<file path="src/rtl/frame_scaler.sv">
// Frame scaler: copy, 2x replicate, 2x decimate or 2x block average from a fixed-latency
// source memory into the destination frame RAM. Define FRAME_SCALER_ROUND_EN for round-half-up averaging.

module frame_scaler #(
    parameter int PIX_W  = 8,
    parameter int SRC_W  = 160,
    parameter int SRC_H  = 120,
    parameter int RD_LAT = 1,
    parameter int ADDR_W = 17
) (
    input  logic              CLK,
    input  logic              RESET,
    input  logic              START,
    input  logic              ABORT,
    input  logic [1:0]        MODE,
    output logic              BUSY,
    output logic              DONE,
    output logic [ADDR_W-1:0] SRC_ADDR,
    input  logic [PIX_W-1:0]  SRC_DATA,
    output logic [ADDR_W-1:0] DST_ADDR,
    output logic [PIX_W-1:0]  DST_DATA,
    output logic              DST_WREN
);

    localparam int X_W   = $clog2(2 * SRC_W);
    localparam int Y_W   = $clog2(2 * SRC_H);
    localparam int WC_W  = (RD_LAT > 1) ? $clog2(RD_LAT) : 1;
    localparam int ACC_W = PIX_W + 2;

    if (SRC_W < 2 || SRC_W % 2 != 0) begin : g_chk_w
        $error("frame_scaler: SRC_W must be even and non-zero");
    end
    if (SRC_H < 2 || SRC_H % 2 != 0) begin : g_chk_h
        $error("frame_scaler: SRC_H must be even and non-zero");
    end
    if (RD_LAT < 1) begin : g_chk_lat
        $error("frame_scaler: RD_LAT must be at least 1");
    end
    // Replicate mode produces the largest address range: 4 * SRC_W * SRC_H pixels.
    if (longint'(4) * SRC_W * SRC_H > (longint'(1) << ADDR_W)) begin : g_chk_addr
        $error("frame_scaler: ADDR_W too narrow for the replicated frame");
    end

    typedef enum logic [2:0] {S_IDLE, S_READ, S_WAIT, S_WRITE, S_DONE} state_e;
    typedef enum logic [1:0] {M_COPY, M_REPL, M_DECI, M_AVG} mode_e;

    state_e            state_q, state_d;
    mode_e             mode_q, mode_d;
    logic [X_W-1:0]    ox_q, ox_d;
    logic [Y_W-1:0]    oy_q, oy_d;
    logic [1:0]        tap_q, tap_d;
    logic [WC_W-1:0]   wait_q, wait_d;
    logic [ACC_W-1:0]  acc_q, acc_d;
    logic [ADDR_W-1:0] dst_addr_q, dst_addr_d;
    logic [ADDR_W-1:0] src_addr_q, src_addr_d;

    logic [X_W-1:0]    out_w_m1, sx;
    logic [Y_W-1:0]    out_h_m1, sy;
    logic [1:0]        taps_m1;
    logic [ADDR_W-1:0] tap_addr;
    logic [ACC_W-1:0]  acc_sum;
    logic [PIX_W-1:0]  avg_pix;

    // Output geometry and source tap coordinates for the latched mode.
    always_comb begin
        // NOTE: every combinational output gets a default first so no path can infer a latch.
        out_w_m1 = X_W'(SRC_W - 1);
        out_h_m1 = Y_W'(SRC_H - 1);
        taps_m1  = 2'd0;
        sx       = ox_q;
        sy       = oy_q;
        case (mode_q)
            M_REPL: begin
                out_w_m1 = X_W'(2 * SRC_W - 1);
                out_h_m1 = Y_W'(2 * SRC_H - 1);
                sx       = ox_q >> 1;
                sy       = oy_q >> 1;
            end
            M_DECI: begin
                out_w_m1 = X_W'(SRC_W / 2 - 1);
                out_h_m1 = Y_W'(SRC_H / 2 - 1);
                sx       = ox_q << 1;
                sy       = oy_q << 1;
            end
            M_AVG: begin
                out_w_m1 = X_W'(SRC_W / 2 - 1);
                out_h_m1 = Y_W'(SRC_H / 2 - 1);
                taps_m1  = 2'd3;
                sx       = (ox_q << 1) | X_W'(tap_q[0]);
                sy       = (oy_q << 1) | Y_W'(tap_q[1]);
            end
            default: ;
        endcase
    end

    assign tap_addr = ADDR_W'(sy) * ADDR_W'(SRC_W) + ADDR_W'(sx);
    assign acc_sum  = ((tap_q == 2'd0) ? '0 : acc_q) + ACC_W'(SRC_DATA);

`ifdef FRAME_SCALER_ROUND_EN
    logic [ACC_W:0] rnd_sum;
    assign rnd_sum = {1'b0, acc_q} + (ACC_W + 1)'(2);
    assign avg_pix = rnd_sum[ACC_W] ? '1 : PIX_W'(rnd_sum >> 2);
`else
    assign avg_pix = PIX_W'(acc_q >> 2);
`endif

    always_comb begin
        state_d    = state_q;
        mode_d     = mode_q;
        ox_d       = ox_q;
        oy_d       = oy_q;
        tap_d      = tap_q;
        wait_d     = wait_q;
        acc_d      = acc_q;
        dst_addr_d = dst_addr_q;
        src_addr_d = src_addr_q;
        case (state_q)
            S_IDLE: begin
                if (START && !ABORT) begin
                    state_d    = S_READ;
                    mode_d     = mode_e'(MODE);
                    ox_d       = '0;
                    oy_d       = '0;
                    tap_d      = '0;
                    dst_addr_d = '0;
                end
            end
            S_READ: begin
                src_addr_d = tap_addr;
                wait_d     = '0;
                state_d    = S_WAIT;
            end
            S_WAIT: begin
                if (wait_q == WC_W'(RD_LAT - 1)) begin
                    acc_d = acc_sum;
                    if (tap_q == taps_m1) begin
                        tap_d   = '0;
                        state_d = S_WRITE;
                    end else begin
                        tap_d   = tap_q + 2'd1;
                        state_d = S_READ;
                    end
                end else begin
                    wait_d = wait_q + 1'b1;
                end
            end
            S_WRITE: begin
                dst_addr_d = dst_addr_q + 1'b1;
                state_d    = S_READ;
                if (ox_q == out_w_m1) begin
                    ox_d = '0;
                    if (oy_q == out_h_m1) begin
                        oy_d       = '0;
                        dst_addr_d = '0;
                        state_d    = S_DONE;
                    end else begin
                        oy_d = oy_q + 1'b1;
                    end
                end else begin
                    ox_d = ox_q + 1'b1;
                end
            end
            S_DONE:  state_d = S_IDLE;
            default: state_d = S_IDLE;
        endcase
        // Abort drops the frame from any active state; the counters restart with the next frame.
        if (ABORT && state_q != S_IDLE) begin
            state_d    = S_IDLE;
            ox_d       = '0;
            oy_d       = '0;
            tap_d      = '0;
            wait_d     = '0;
            dst_addr_d = '0;
        end
    end

    always_ff @(posedge CLK or posedge RESET) begin
        if (RESET) begin
            state_q    <= S_IDLE;
            mode_q     <= M_COPY;
            ox_q       <= '0;
            oy_q       <= '0;
            tap_q      <= '0;
            wait_q     <= '0;
            acc_q      <= '0;
            dst_addr_q <= '0;
            src_addr_q <= '0;
        end else begin
            // NOTE: state registers use non-blocking assignment so all flops update from pre-edge values.
            state_q    <= state_d;
            mode_q     <= mode_d;
            ox_q       <= ox_d;
            oy_q       <= oy_d;
            tap_q      <= tap_d;
            wait_q     <= wait_d;
            acc_q      <= acc_d;
            dst_addr_q <= dst_addr_d;
            src_addr_q <= src_addr_d;
        end
    end

    assign BUSY     = (state_q == S_READ) || (state_q == S_WAIT) || (state_q == S_WRITE);
    assign DONE     = (state_q == S_DONE);
    assign DST_WREN = (state_q == S_WRITE);
    assign SRC_ADDR = (state_q == S_READ) ? tap_addr : src_addr_q;
    assign DST_ADDR = dst_addr_q;
    assign DST_DATA = (mode_q == M_AVG) ? avg_pix : acc_q[PIX_W-1:0];

endmodule

</file>
<file path="config.mk">
export PLATFORM = sky130hd
export DESIGN_NAME = frame_scaler
export DESIGN_NICKNAME = d
export VERILOG_FILES = /design/src/rtl/frame_scaler.sv
export SDC_FILE = /design/constraint.sdc
export NUM_CORES = 1
export LEC_CHECK = 0
export CAP_MARGIN = 40
export CORE_MARGIN = 2
export CORE_UTILIZATION = 47
export DETAILED_ROUTE_END_ITERATION = 6
export GPL_ROUTABILITY_DRIVEN = 0
export PLACE_DENSITY = 0.77
export SYNTH_ARGS = -nofsm -noshare
export SYNTH_HDL_FRONTEND = slang
export SYNTH_SLANG_ARGS = --single-unit
</file>
<file path="constraint.sdc">
create_clock -name CLK -period 6.95 [get_ports CLK]
set_clock_uncertainty 0.2 [all_clocks]
set_input_delay 1.7375 -clock CLK [delete_from_list [all_inputs] [get_ports CLK]]
set_output_delay 1.7375 -clock CLK [all_outputs]
set_load 0.01 [all_outputs]
</file>
== Yosys cells after proc, flatten, opt, wreduce, memory -nomap -nowiden ==
Index checks and enable logic that the tools add are counted.
Widths: inputs -> output; s select.
Operators by class
  add/sub/neg operators: 7
  multiply operators: 1
  eq/ne operators: 13
  mux-type cells: 37
  bitwise logic cells: 3
  reductions and logical operators: 18
Operators with widths (number)
  $mux 17: 5
  $mux 8: 5
  $pmux 9 s2: 2
  $pmux 17 s2: 1
  $pmux 8 s2: 2
  $mux 9: 3
  $pmux 9 s3: 1
  $pmux 8 s3: 1
  $add 16x9->17: 1
  $add 17x1->17 const B: 1
  $mux 3: 5
  $mux 2: 6
  $pmux 3 s4: 1
  $reduce_bool 3->1: 4
  $mul 8x3->11 const B: 1
  $add 10x8->10: 1
  $mux 10: 1
  $add 9x1->9 const B: 1
  $eq 9x9->1: 1
  $or 9x1->9: 1
  $add 8x1->8 const B: 1
  $eq 8x8->1: 1
  $or 8x1->8: 1
  $reduce_and 2->1: 4
  21 further kinds: 28
Word-level totals
  register bits: 69
  input bits: 14
  output and inout port bits: 45
  word-level logic and storage cells: 88

== Depth between registers and ports, before layout ==
Gate-level depths: netlist (run 1).
  depth in word-level cells: 8
  depth in mapped cells: 14
  gate-level depth less buffers: 13

== Least setup slack after synthesis (run 1) ==
No wires, ideal clock.
  path type: flip-flop to output port
  from: register mode_q[0]
  to: output SRC_ADDR[15]
  data arrival time: 3.852 ns
  required time: 5.012 ns
  path slack: 1.161 ns
  cell stages (with the launch flop): 14
  path through: dfrtp_1 -> buf_4 -> clkbuf_1 -> clkbuf_1 -> mux2i_1 -> o21ai_0 -> ha_1 -> fa_1 -> a211oi_1 -> nor2_1 -> xor2_1 -> nor4b_1 -> nand3_1 -> o311ai_1
On the way
  longest elaborated chain between the ends: 5
  elaborated cells between the ends (all ways): 8
  classes of those cells: add/sub (1); mul (1); eq/ne (3); mux (3)
RTL lines
  start, declared: RTL line 48  | mode_e mode_q, mode_d;
  start signal, assigned: RTL line 191  | mode_q <= mode_d;
  $eq 2x2->1 or $eq 2x1->1 (tied branches): RTL line 72  | case (mode_q)
  $pmux 8 s3: RTL line 72
  $mul 8x3->11: RTL line 96  | assign tap_addr = ADDR_W'(sy) * ADDR_W'(SRC_W) + ADDR_W'(sx);
  $add 16x9->17 *: RTL line 96
  $mux 17 *
  end, declared: RTL line 18  | output logic [ADDR_W-1:0] SRC_ADDR,
Mark *: on every way between the ends. The rest lies on a longest branch, timed or not.

== Final worst setup path (run 1) ==
Same ends and word-level chain as after synthesis.

==> results of run 1 <==
==> cells in the mapped netlist (3+ instances only) <==
| cell type | count |
|---|---|
| a211oi_1 | 5 |
| a21o_1 | 6 |
| a21oi_1 | 33 |
| a22o_1 | 4 |
| and2_1 | 5 |
| and3_1 | 7 |
| buf_1 | 3 |
| buf_2 | 11 |
| clkbuf_1 | 16 |
| dfrtp_1 | 68 |
| fa_1 | 3 |
| ha_1 | 30 |
| inv_1 | 28 |
| mux2_2 | 15 |
| mux2i_1 | 25 |
| nand2_1 | 57 |
| nand2b_1 | 10 |
| nand3_1 | 30 |
| nand3b_1 | 3 |
| nand4_1 | 9 |
| nor2_1 | 40 |
| nor2b_1 | 12 |
| nor3_1 | 14 |
| nor4b_1 | 4 |
| o21ai_0 | 41 |
| o21ai_1 | 15 |
| o22ai_1 | 4 |
| xnor2_1 | 9 |
| xor2_1 | 10 |
==> kinds of logic (layout without fill, tap and decap cells) <==
group                    after synthesis  in the layout  share of synthesized area
AO/OA/AOI/OAI                        128            128                      0.161
XOR/XNOR                              19             19                     0.0349
buffers and inverters                 60            109                     0.0511
AND/OR/NAND/NOR                      204            204                      0.217
multiplexers                          40             40                     0.0879
adder cells (fa/ha/maj)               33             33                     0.0913
flip-flops                            68             68                      0.357
==> final cells by class <==
cell class	instances	area share
clock buffer	9	0.0220
clock inverter	7	0.00933
inverter	28	0.0187
multi-input combinational	424	0.501
sequential	68	0.302
tap	133	0.0295
timing repair buffer	65	0.117
==> routing by layer <==
layer / track usage / up-vias / part of all wire
met5: 0 / - / 0
met4: 0.0686 / 0 / 0.013
met3: 0.0368 / 9 / 0.041
met2: 0.331 / 74 / 0.48
met1: 0.248 / 1934 / 0.46
li1: - / 2044 / -
==> flip-flops by register name, summed over array words and instances, names as in the netlist <==
signal,cells
DST_ADDR,17
src_addr_q,17
acc_q,10
ox_q,9
oy_q,8
state_q,3
mode_q,2
tap_q,2
==> power groups by stage <==
stage	Combinational (uW)	Clock [uW]	Sequential, uW
finish	370	297	481
global route	404	323	488
CTS	372	305	481
detailed placement	369	0	488
global placement	357	0	485
floorplan	246	0	467
==> worst max-delay path: cells and delay by family (launching register included) <==
| family | cells | cell delay [ns] |
|---|---|---|
| adders and majority gates | 4 | 1.01 |
| buffers and inverters | 3 | 0.86 |
| AOI/OAI and AO/OA | 3 | 0.86 |
| and+or+nand+nor | 4 | 0.78 |
| DFF | 1 | 0.51 |
| xor gates and xnor gates | 1 | 0.26 |
==> final timing paths <==
kind / start / endpoint / slack [ns] / cells past startpoint
worst max-delay path: mode_q[0] / SRC_ADDR[15] / 0.38 / 15
worst min-delay path: DST_ADDR[16] / DST_ADDR[16] / 0.28 / 1
worst max register to register: mode_q[0] / src_addr_q[15] / 2.95 / 14
worst min register to register: DST_ADDR[16] / DST_ADDR[16] / 0.28 / 1
max in group asynchronous: RESET / acc_q[7] / 4.49 / 4
min in group asynchronous: RESET / src_addr_q[2] / 1.54 / 3
==> stage by stage <==
step / hold WS (ns) / power, uW / cell area [um2] / instances / utilization
detailed placement: 0.270 / 858 / 5460 / 718 / 0.556
CTS: 0.281 / 1160 / 5640 / 734 / 0.574
global placement: 0.265 / 842 / 5420 / 716 / 0.552
floorplan: 0.267 / 713 / 4770 / 552 / -
finish: 0.279 / 1150 / 5640 / 734 / 0.574
global route: 0.306 / 1220 / 5640 / 734 / 0.574
==> results.cfg, run 1 <==
[run]
maxCapViolCount = 0

[die]
num_rows = 36
ios = 59
core_um2 = 9820
chipWidth_um = 105
initial_utilization = 0.486
die-area_um2 = 11000
die_height_um = 105

[synth]
syn_nets = 599
async_flop_share = 1.00
synthTopCellsByArea = dfrtp_1, ha_1, mux2i_1
ys_seq_area_frac = 0.357
synthDistinctLibCells = 60
ys.flop_type = dfrtp_1
synth_area_leader_cell = dfrtp_1
syn_avg_cell_area_um2 = 8.64
ys_warn_count = 0
yosys.area.top_type_share = 0.357
syn_inst = 552
synth_edf_count = 0
ys_ff_latch = 68
netlist_area_um2 = 4770

[sta]
hold_viol_final = 0
finalSetupTns_ns = 0
fin_ws_ns = 0.377
finalCriticalPeriod_ns = 6.57
max-slew-margin-rel = 0.409
fmax_mhz = 152
tightestPinTransition_ns = 0.884
finalMaxSlewViolations = 0
rsz0062_at_grt = false
fin_crit_sh = 0.946
setup_viol = 0

[power]
internal_power_uw = 756
p_sw_uw = 392
combPwrFrac = 0.322
leakage_uw = 0.00240
p_clk_frac = 0.259
switching_share = 0.341
pwr-share-seq = 0.419
ir_drop_mv = 0.140
powerDensity_nw_per_um2 = 204

[final_layout]
finalNetCount = 643
fill_cells = 914
syn_to_final_growth_pct = 18.1
diodes = 0
layout.area.seq_um2 = 1700
final_common_cell = dfrtp_1
final_layout_size_suffix_gt1_frac = 0.0815
final_cell_mix = dfrtp_1, clkdlybuf4s50_1, nand2_1, o21ai_0, nor2_1
multi_input_area_um2 = 2830

[global_routing]
grt-ovfl-total = 0
grt_max_degree = 48
grt_pass1_wl_um = 17500
antenna_found_initial = 0
grt_usage = 0.195
grt_pass1_vias = 3856

[cts]
cts_tree = done
clock-sinks = 68
cts.htree.levels = 3
clk_latency_ns = 0.36
clkTransAtPathRegs_ns = 0.08
post_cts_buffers = 0
clockBufferDepth = 2
ctsHoldBuffers = 0
numCtsBuffers = 9
cts_root_buf = clkbuf_8
cts-resized-gates = 0

[placement]
place_worst_setup_slack_ns = 0.776
io_buffers = 58
hpwlAfterDp_um = 7800

[setup_path]
crit_path_frequent_cell = ha_1
worstSetupEndpointType = primary output
path_cells = nand2_1, buf_4, inv_1, ha_1, o32a_1, ha_1, ha_1, fa_1, a211oi_1, nor2_1, xor2_1, nor4b_1, nand3_1, o311ai_1, clkdlybuf4s50_1
timing.critical_path.slowest_cell_delay_ns = 0.60
crit_path_start_kind = flop
crit_fanout = 11
critPathArrivalTime_ns = 4.64
critical_path_class = reg -> out
crit_slowest_cell = clkdlybuf4s50_1
cp.required_ns = 5.01

[route]
drt_wl_total_um = 10400
wire_per_inst_um = 14.2
initialDrtViolationCount = 198
vias_per_cell = 5.53
dr.pass1.iters = 4
vias = 4061
ant_nets = 0
drc_errors = 0

[outcome]
status = finished, final reports clean

[worst_hold_path]
min_path_type = reg -> reg
No activity file was read; power rests on OpenSTA's default activity.
==> inputs of run 2 (changes only) <==
--- a/config.mk
+++ b/config.mk
@@ -5,7 +5,7 @@
 export SDC_FILE = /design/constraint.sdc
 export NUM_CORES = 1
 export LEC_CHECK = 0
-export CAP_MARGIN = 40
+export CAP_MARGIN = 20
 export CORE_MARGIN = 2
 export CORE_UTILIZATION = 47
 export DETAILED_ROUTE_END_ITERATION = 6
==> run 2 against run 1 <==
Net effect:
- maximum frequency up 0.29%
- hold slack better by 0.0019 ns
- setup slack better by 0.019 ns
- critical path depth unchanged
- power down 0.50%
- final cell count down 0.27%
- sequential power about the same
- routed wire length up 0.61%
- design area down 0.75%
- clock power about the same
- first-iteration DRC count up 12%
- register-to-register slack better by 0.02 ns
- critical endpoint unchanged
==> results.cfg, run 2 (synthesized netlist as in run 1, its figures left out) <==
[outcome]
status = finished, final reports clean

[sta]
fmax_mhz = 153
rsz0062_at_grt = false
finalMaxSlewViolations = 0
hold_viol_final = 0
finalCriticalPeriod_ns = 6.55
setup_viol = 0
tightestPinTransition_ns = 1.02
fin_crit_sh = 0.943
holdWs_ns = 0.281
max-slew-margin-rel = 0.320
finalSetupTns_ns = 0

[die]
num_rows = 36
die_height_um = 105
initial_utilization = 0.486
core_um2 = 9820
ios = 59
chipWidth_um = 105
die-area_um2 = 11000

[cts]
clockBufferDepth = 2
cts_tree = done
cts_root_buf = clkbuf_8
ctsHoldBuffers = 0
numCtsBuffers = 9
clk_latency_ns = 0.36
clkTransAtPathRegs_ns = 0.08
cts.htree.levels = 3
cts-resized-gates = 0
post_cts_buffers = 0
clock-sinks = 68

[final_layout]
syn_to_final_growth_pct = 17.2
final_common_cell = dfrtp_1
fill_cells = 914
diodes = 0
final_cell_mix = dfrtp_1, clkdlybuf4s50_1, nand2_1, o21ai_0, nor2_1
finalNetCount = 641
final_layout_size_suffix_gt1_frac = 0.0785

[global_routing]
grt_busiest_layer = met2
gr-usage-met3 = 0.0387
grt_max_degree = 69
grt_pass1_wl_um = 17500
grt-ovfl-total = 0
met2_usage = 0.336
use_met1 = 0.241
antenna_found_initial = 0
grt_usage = 0.194
grt_pass1_vias = 3886

[setup_path]
cp.required_ns = 5.01
critPathArrivalTime_ns = 4.62
crit_fanout = 11
crit_path_start_kind = flop
critical_path_class = reg -> out
worstSetupEndpointType = primary output

[route]
vias_per_cell = 5.61
drt_wl_total_um = 10500
drc_errors = 0
wire_per_inst_um = 14.3
initialDrtViolationCount = 222
ant_nets = 0
dr.pass1.iters = 5
vias = 4109

[power]
ir_drop_mv = 0.168
powerDensity_nw_per_um2 = 204
p_total_uw = 1140
leakage_uw = 0.00238

[worst_hold_path]
min_path_type = reg -> reg

[run]
maxCapViolCount = 0

[placement]
hpwlAfterDp_um = 7640
io_buffers = 58
-- run 2: cell types whose count changed in the layout (fill, tap and decap cells not counted), sizes merged --
cell,previous run,this run
buf,7,5
-- run 2: area by class of cell --
type / count / area (um2) / share of cell area
Tap cell: 133 / 166 / 0.0298
Clock inverter: 7 / 52.6 / 0.00940
Inverter: 28 / 105 / 0.0188
Clock buffer: 9 / 124 / 0.0221
Timing Repair Buffer: 63 / 618 / 0.111
Sequential cell: 68 / 1700 / 0.304
Multi-Input combinational cell: 424 / 2830 / 0.505
-- run 2: worst paths after layout --
kind | to | start | cells past startpoint | slack (ns)
min in group asynchronous | src_addr_q[2] | RESET | 3 | 1.76
worst min register to register | DST_ADDR[16] | DST_ADDR[16] | 1 | 0.28
max in group asynchronous | acc_q[4] | RESET | 3 | 4.23
worst max register to register | src_addr_q[15] | mode_q[0] | 14 | 2.97
worst min-delay path | DST_ADDR[16] | DST_ADDR[16] | 1 | 0.28
worst max-delay path | SRC_ADDR[15] | mode_q[0] | 15 | 0.40
-- run 2: power by group --
part	internal (uW)	total (uW)	switching, uW
combinational	183	364	181
clock	131	297	167
sequential	438	480	42.1
-- run 2: worst max-delay path: stages, from the launching register on --
cell and delay [ns]:
dfrtp_1 0.51, nand2_1 0.13, buf_4 0.17, inv_1 0.08, ha_1 0.19, o32a_1 0.21, ha_1 0.19, ha_1 0.20
fa_1 0.42, a211oi_1 0.30, nor2_1 0.10, xor2_1 0.26, nor4b_1 0.43, nand3_1 0.13, o311ai_1 0.35, clkdlybuf4s50_1 0.60
-- run 2: through the flow --
step                      instances  worst slack, ns   util  instance area, um2
after floorplan                 552             1.16      -                4770
after global placement          716            0.877  0.552                5420
after detailed placement        716            0.789  0.552                5420
after CTS                       732            0.354  0.570                5590
after global routing            732          0.00955  0.570                5590
final                           732            0.396  0.570                5590
-- run 2: layer usage --
metal / up-vias / wire length [um]
li1: 2036 / -
met1: 1949 / 4670
met2: 114 / 5210
met3: 10 / 455
met4: 0 / 127
met5: - / 0
==> inputs of run 3 (changes only) <==
--- a/config.mk
+++ b/config.mk
@@ -14,3 +14,4 @@
 export SYNTH_ARGS = -nofsm -noshare
 export SYNTH_HDL_FRONTEND = slang
 export SYNTH_SLANG_ARGS = --single-unit
+export TNS_END_PERCENT = 20
==> results of run 3 <==
Same layout as run 2: the final DEF is identical, and so are final timing and power.
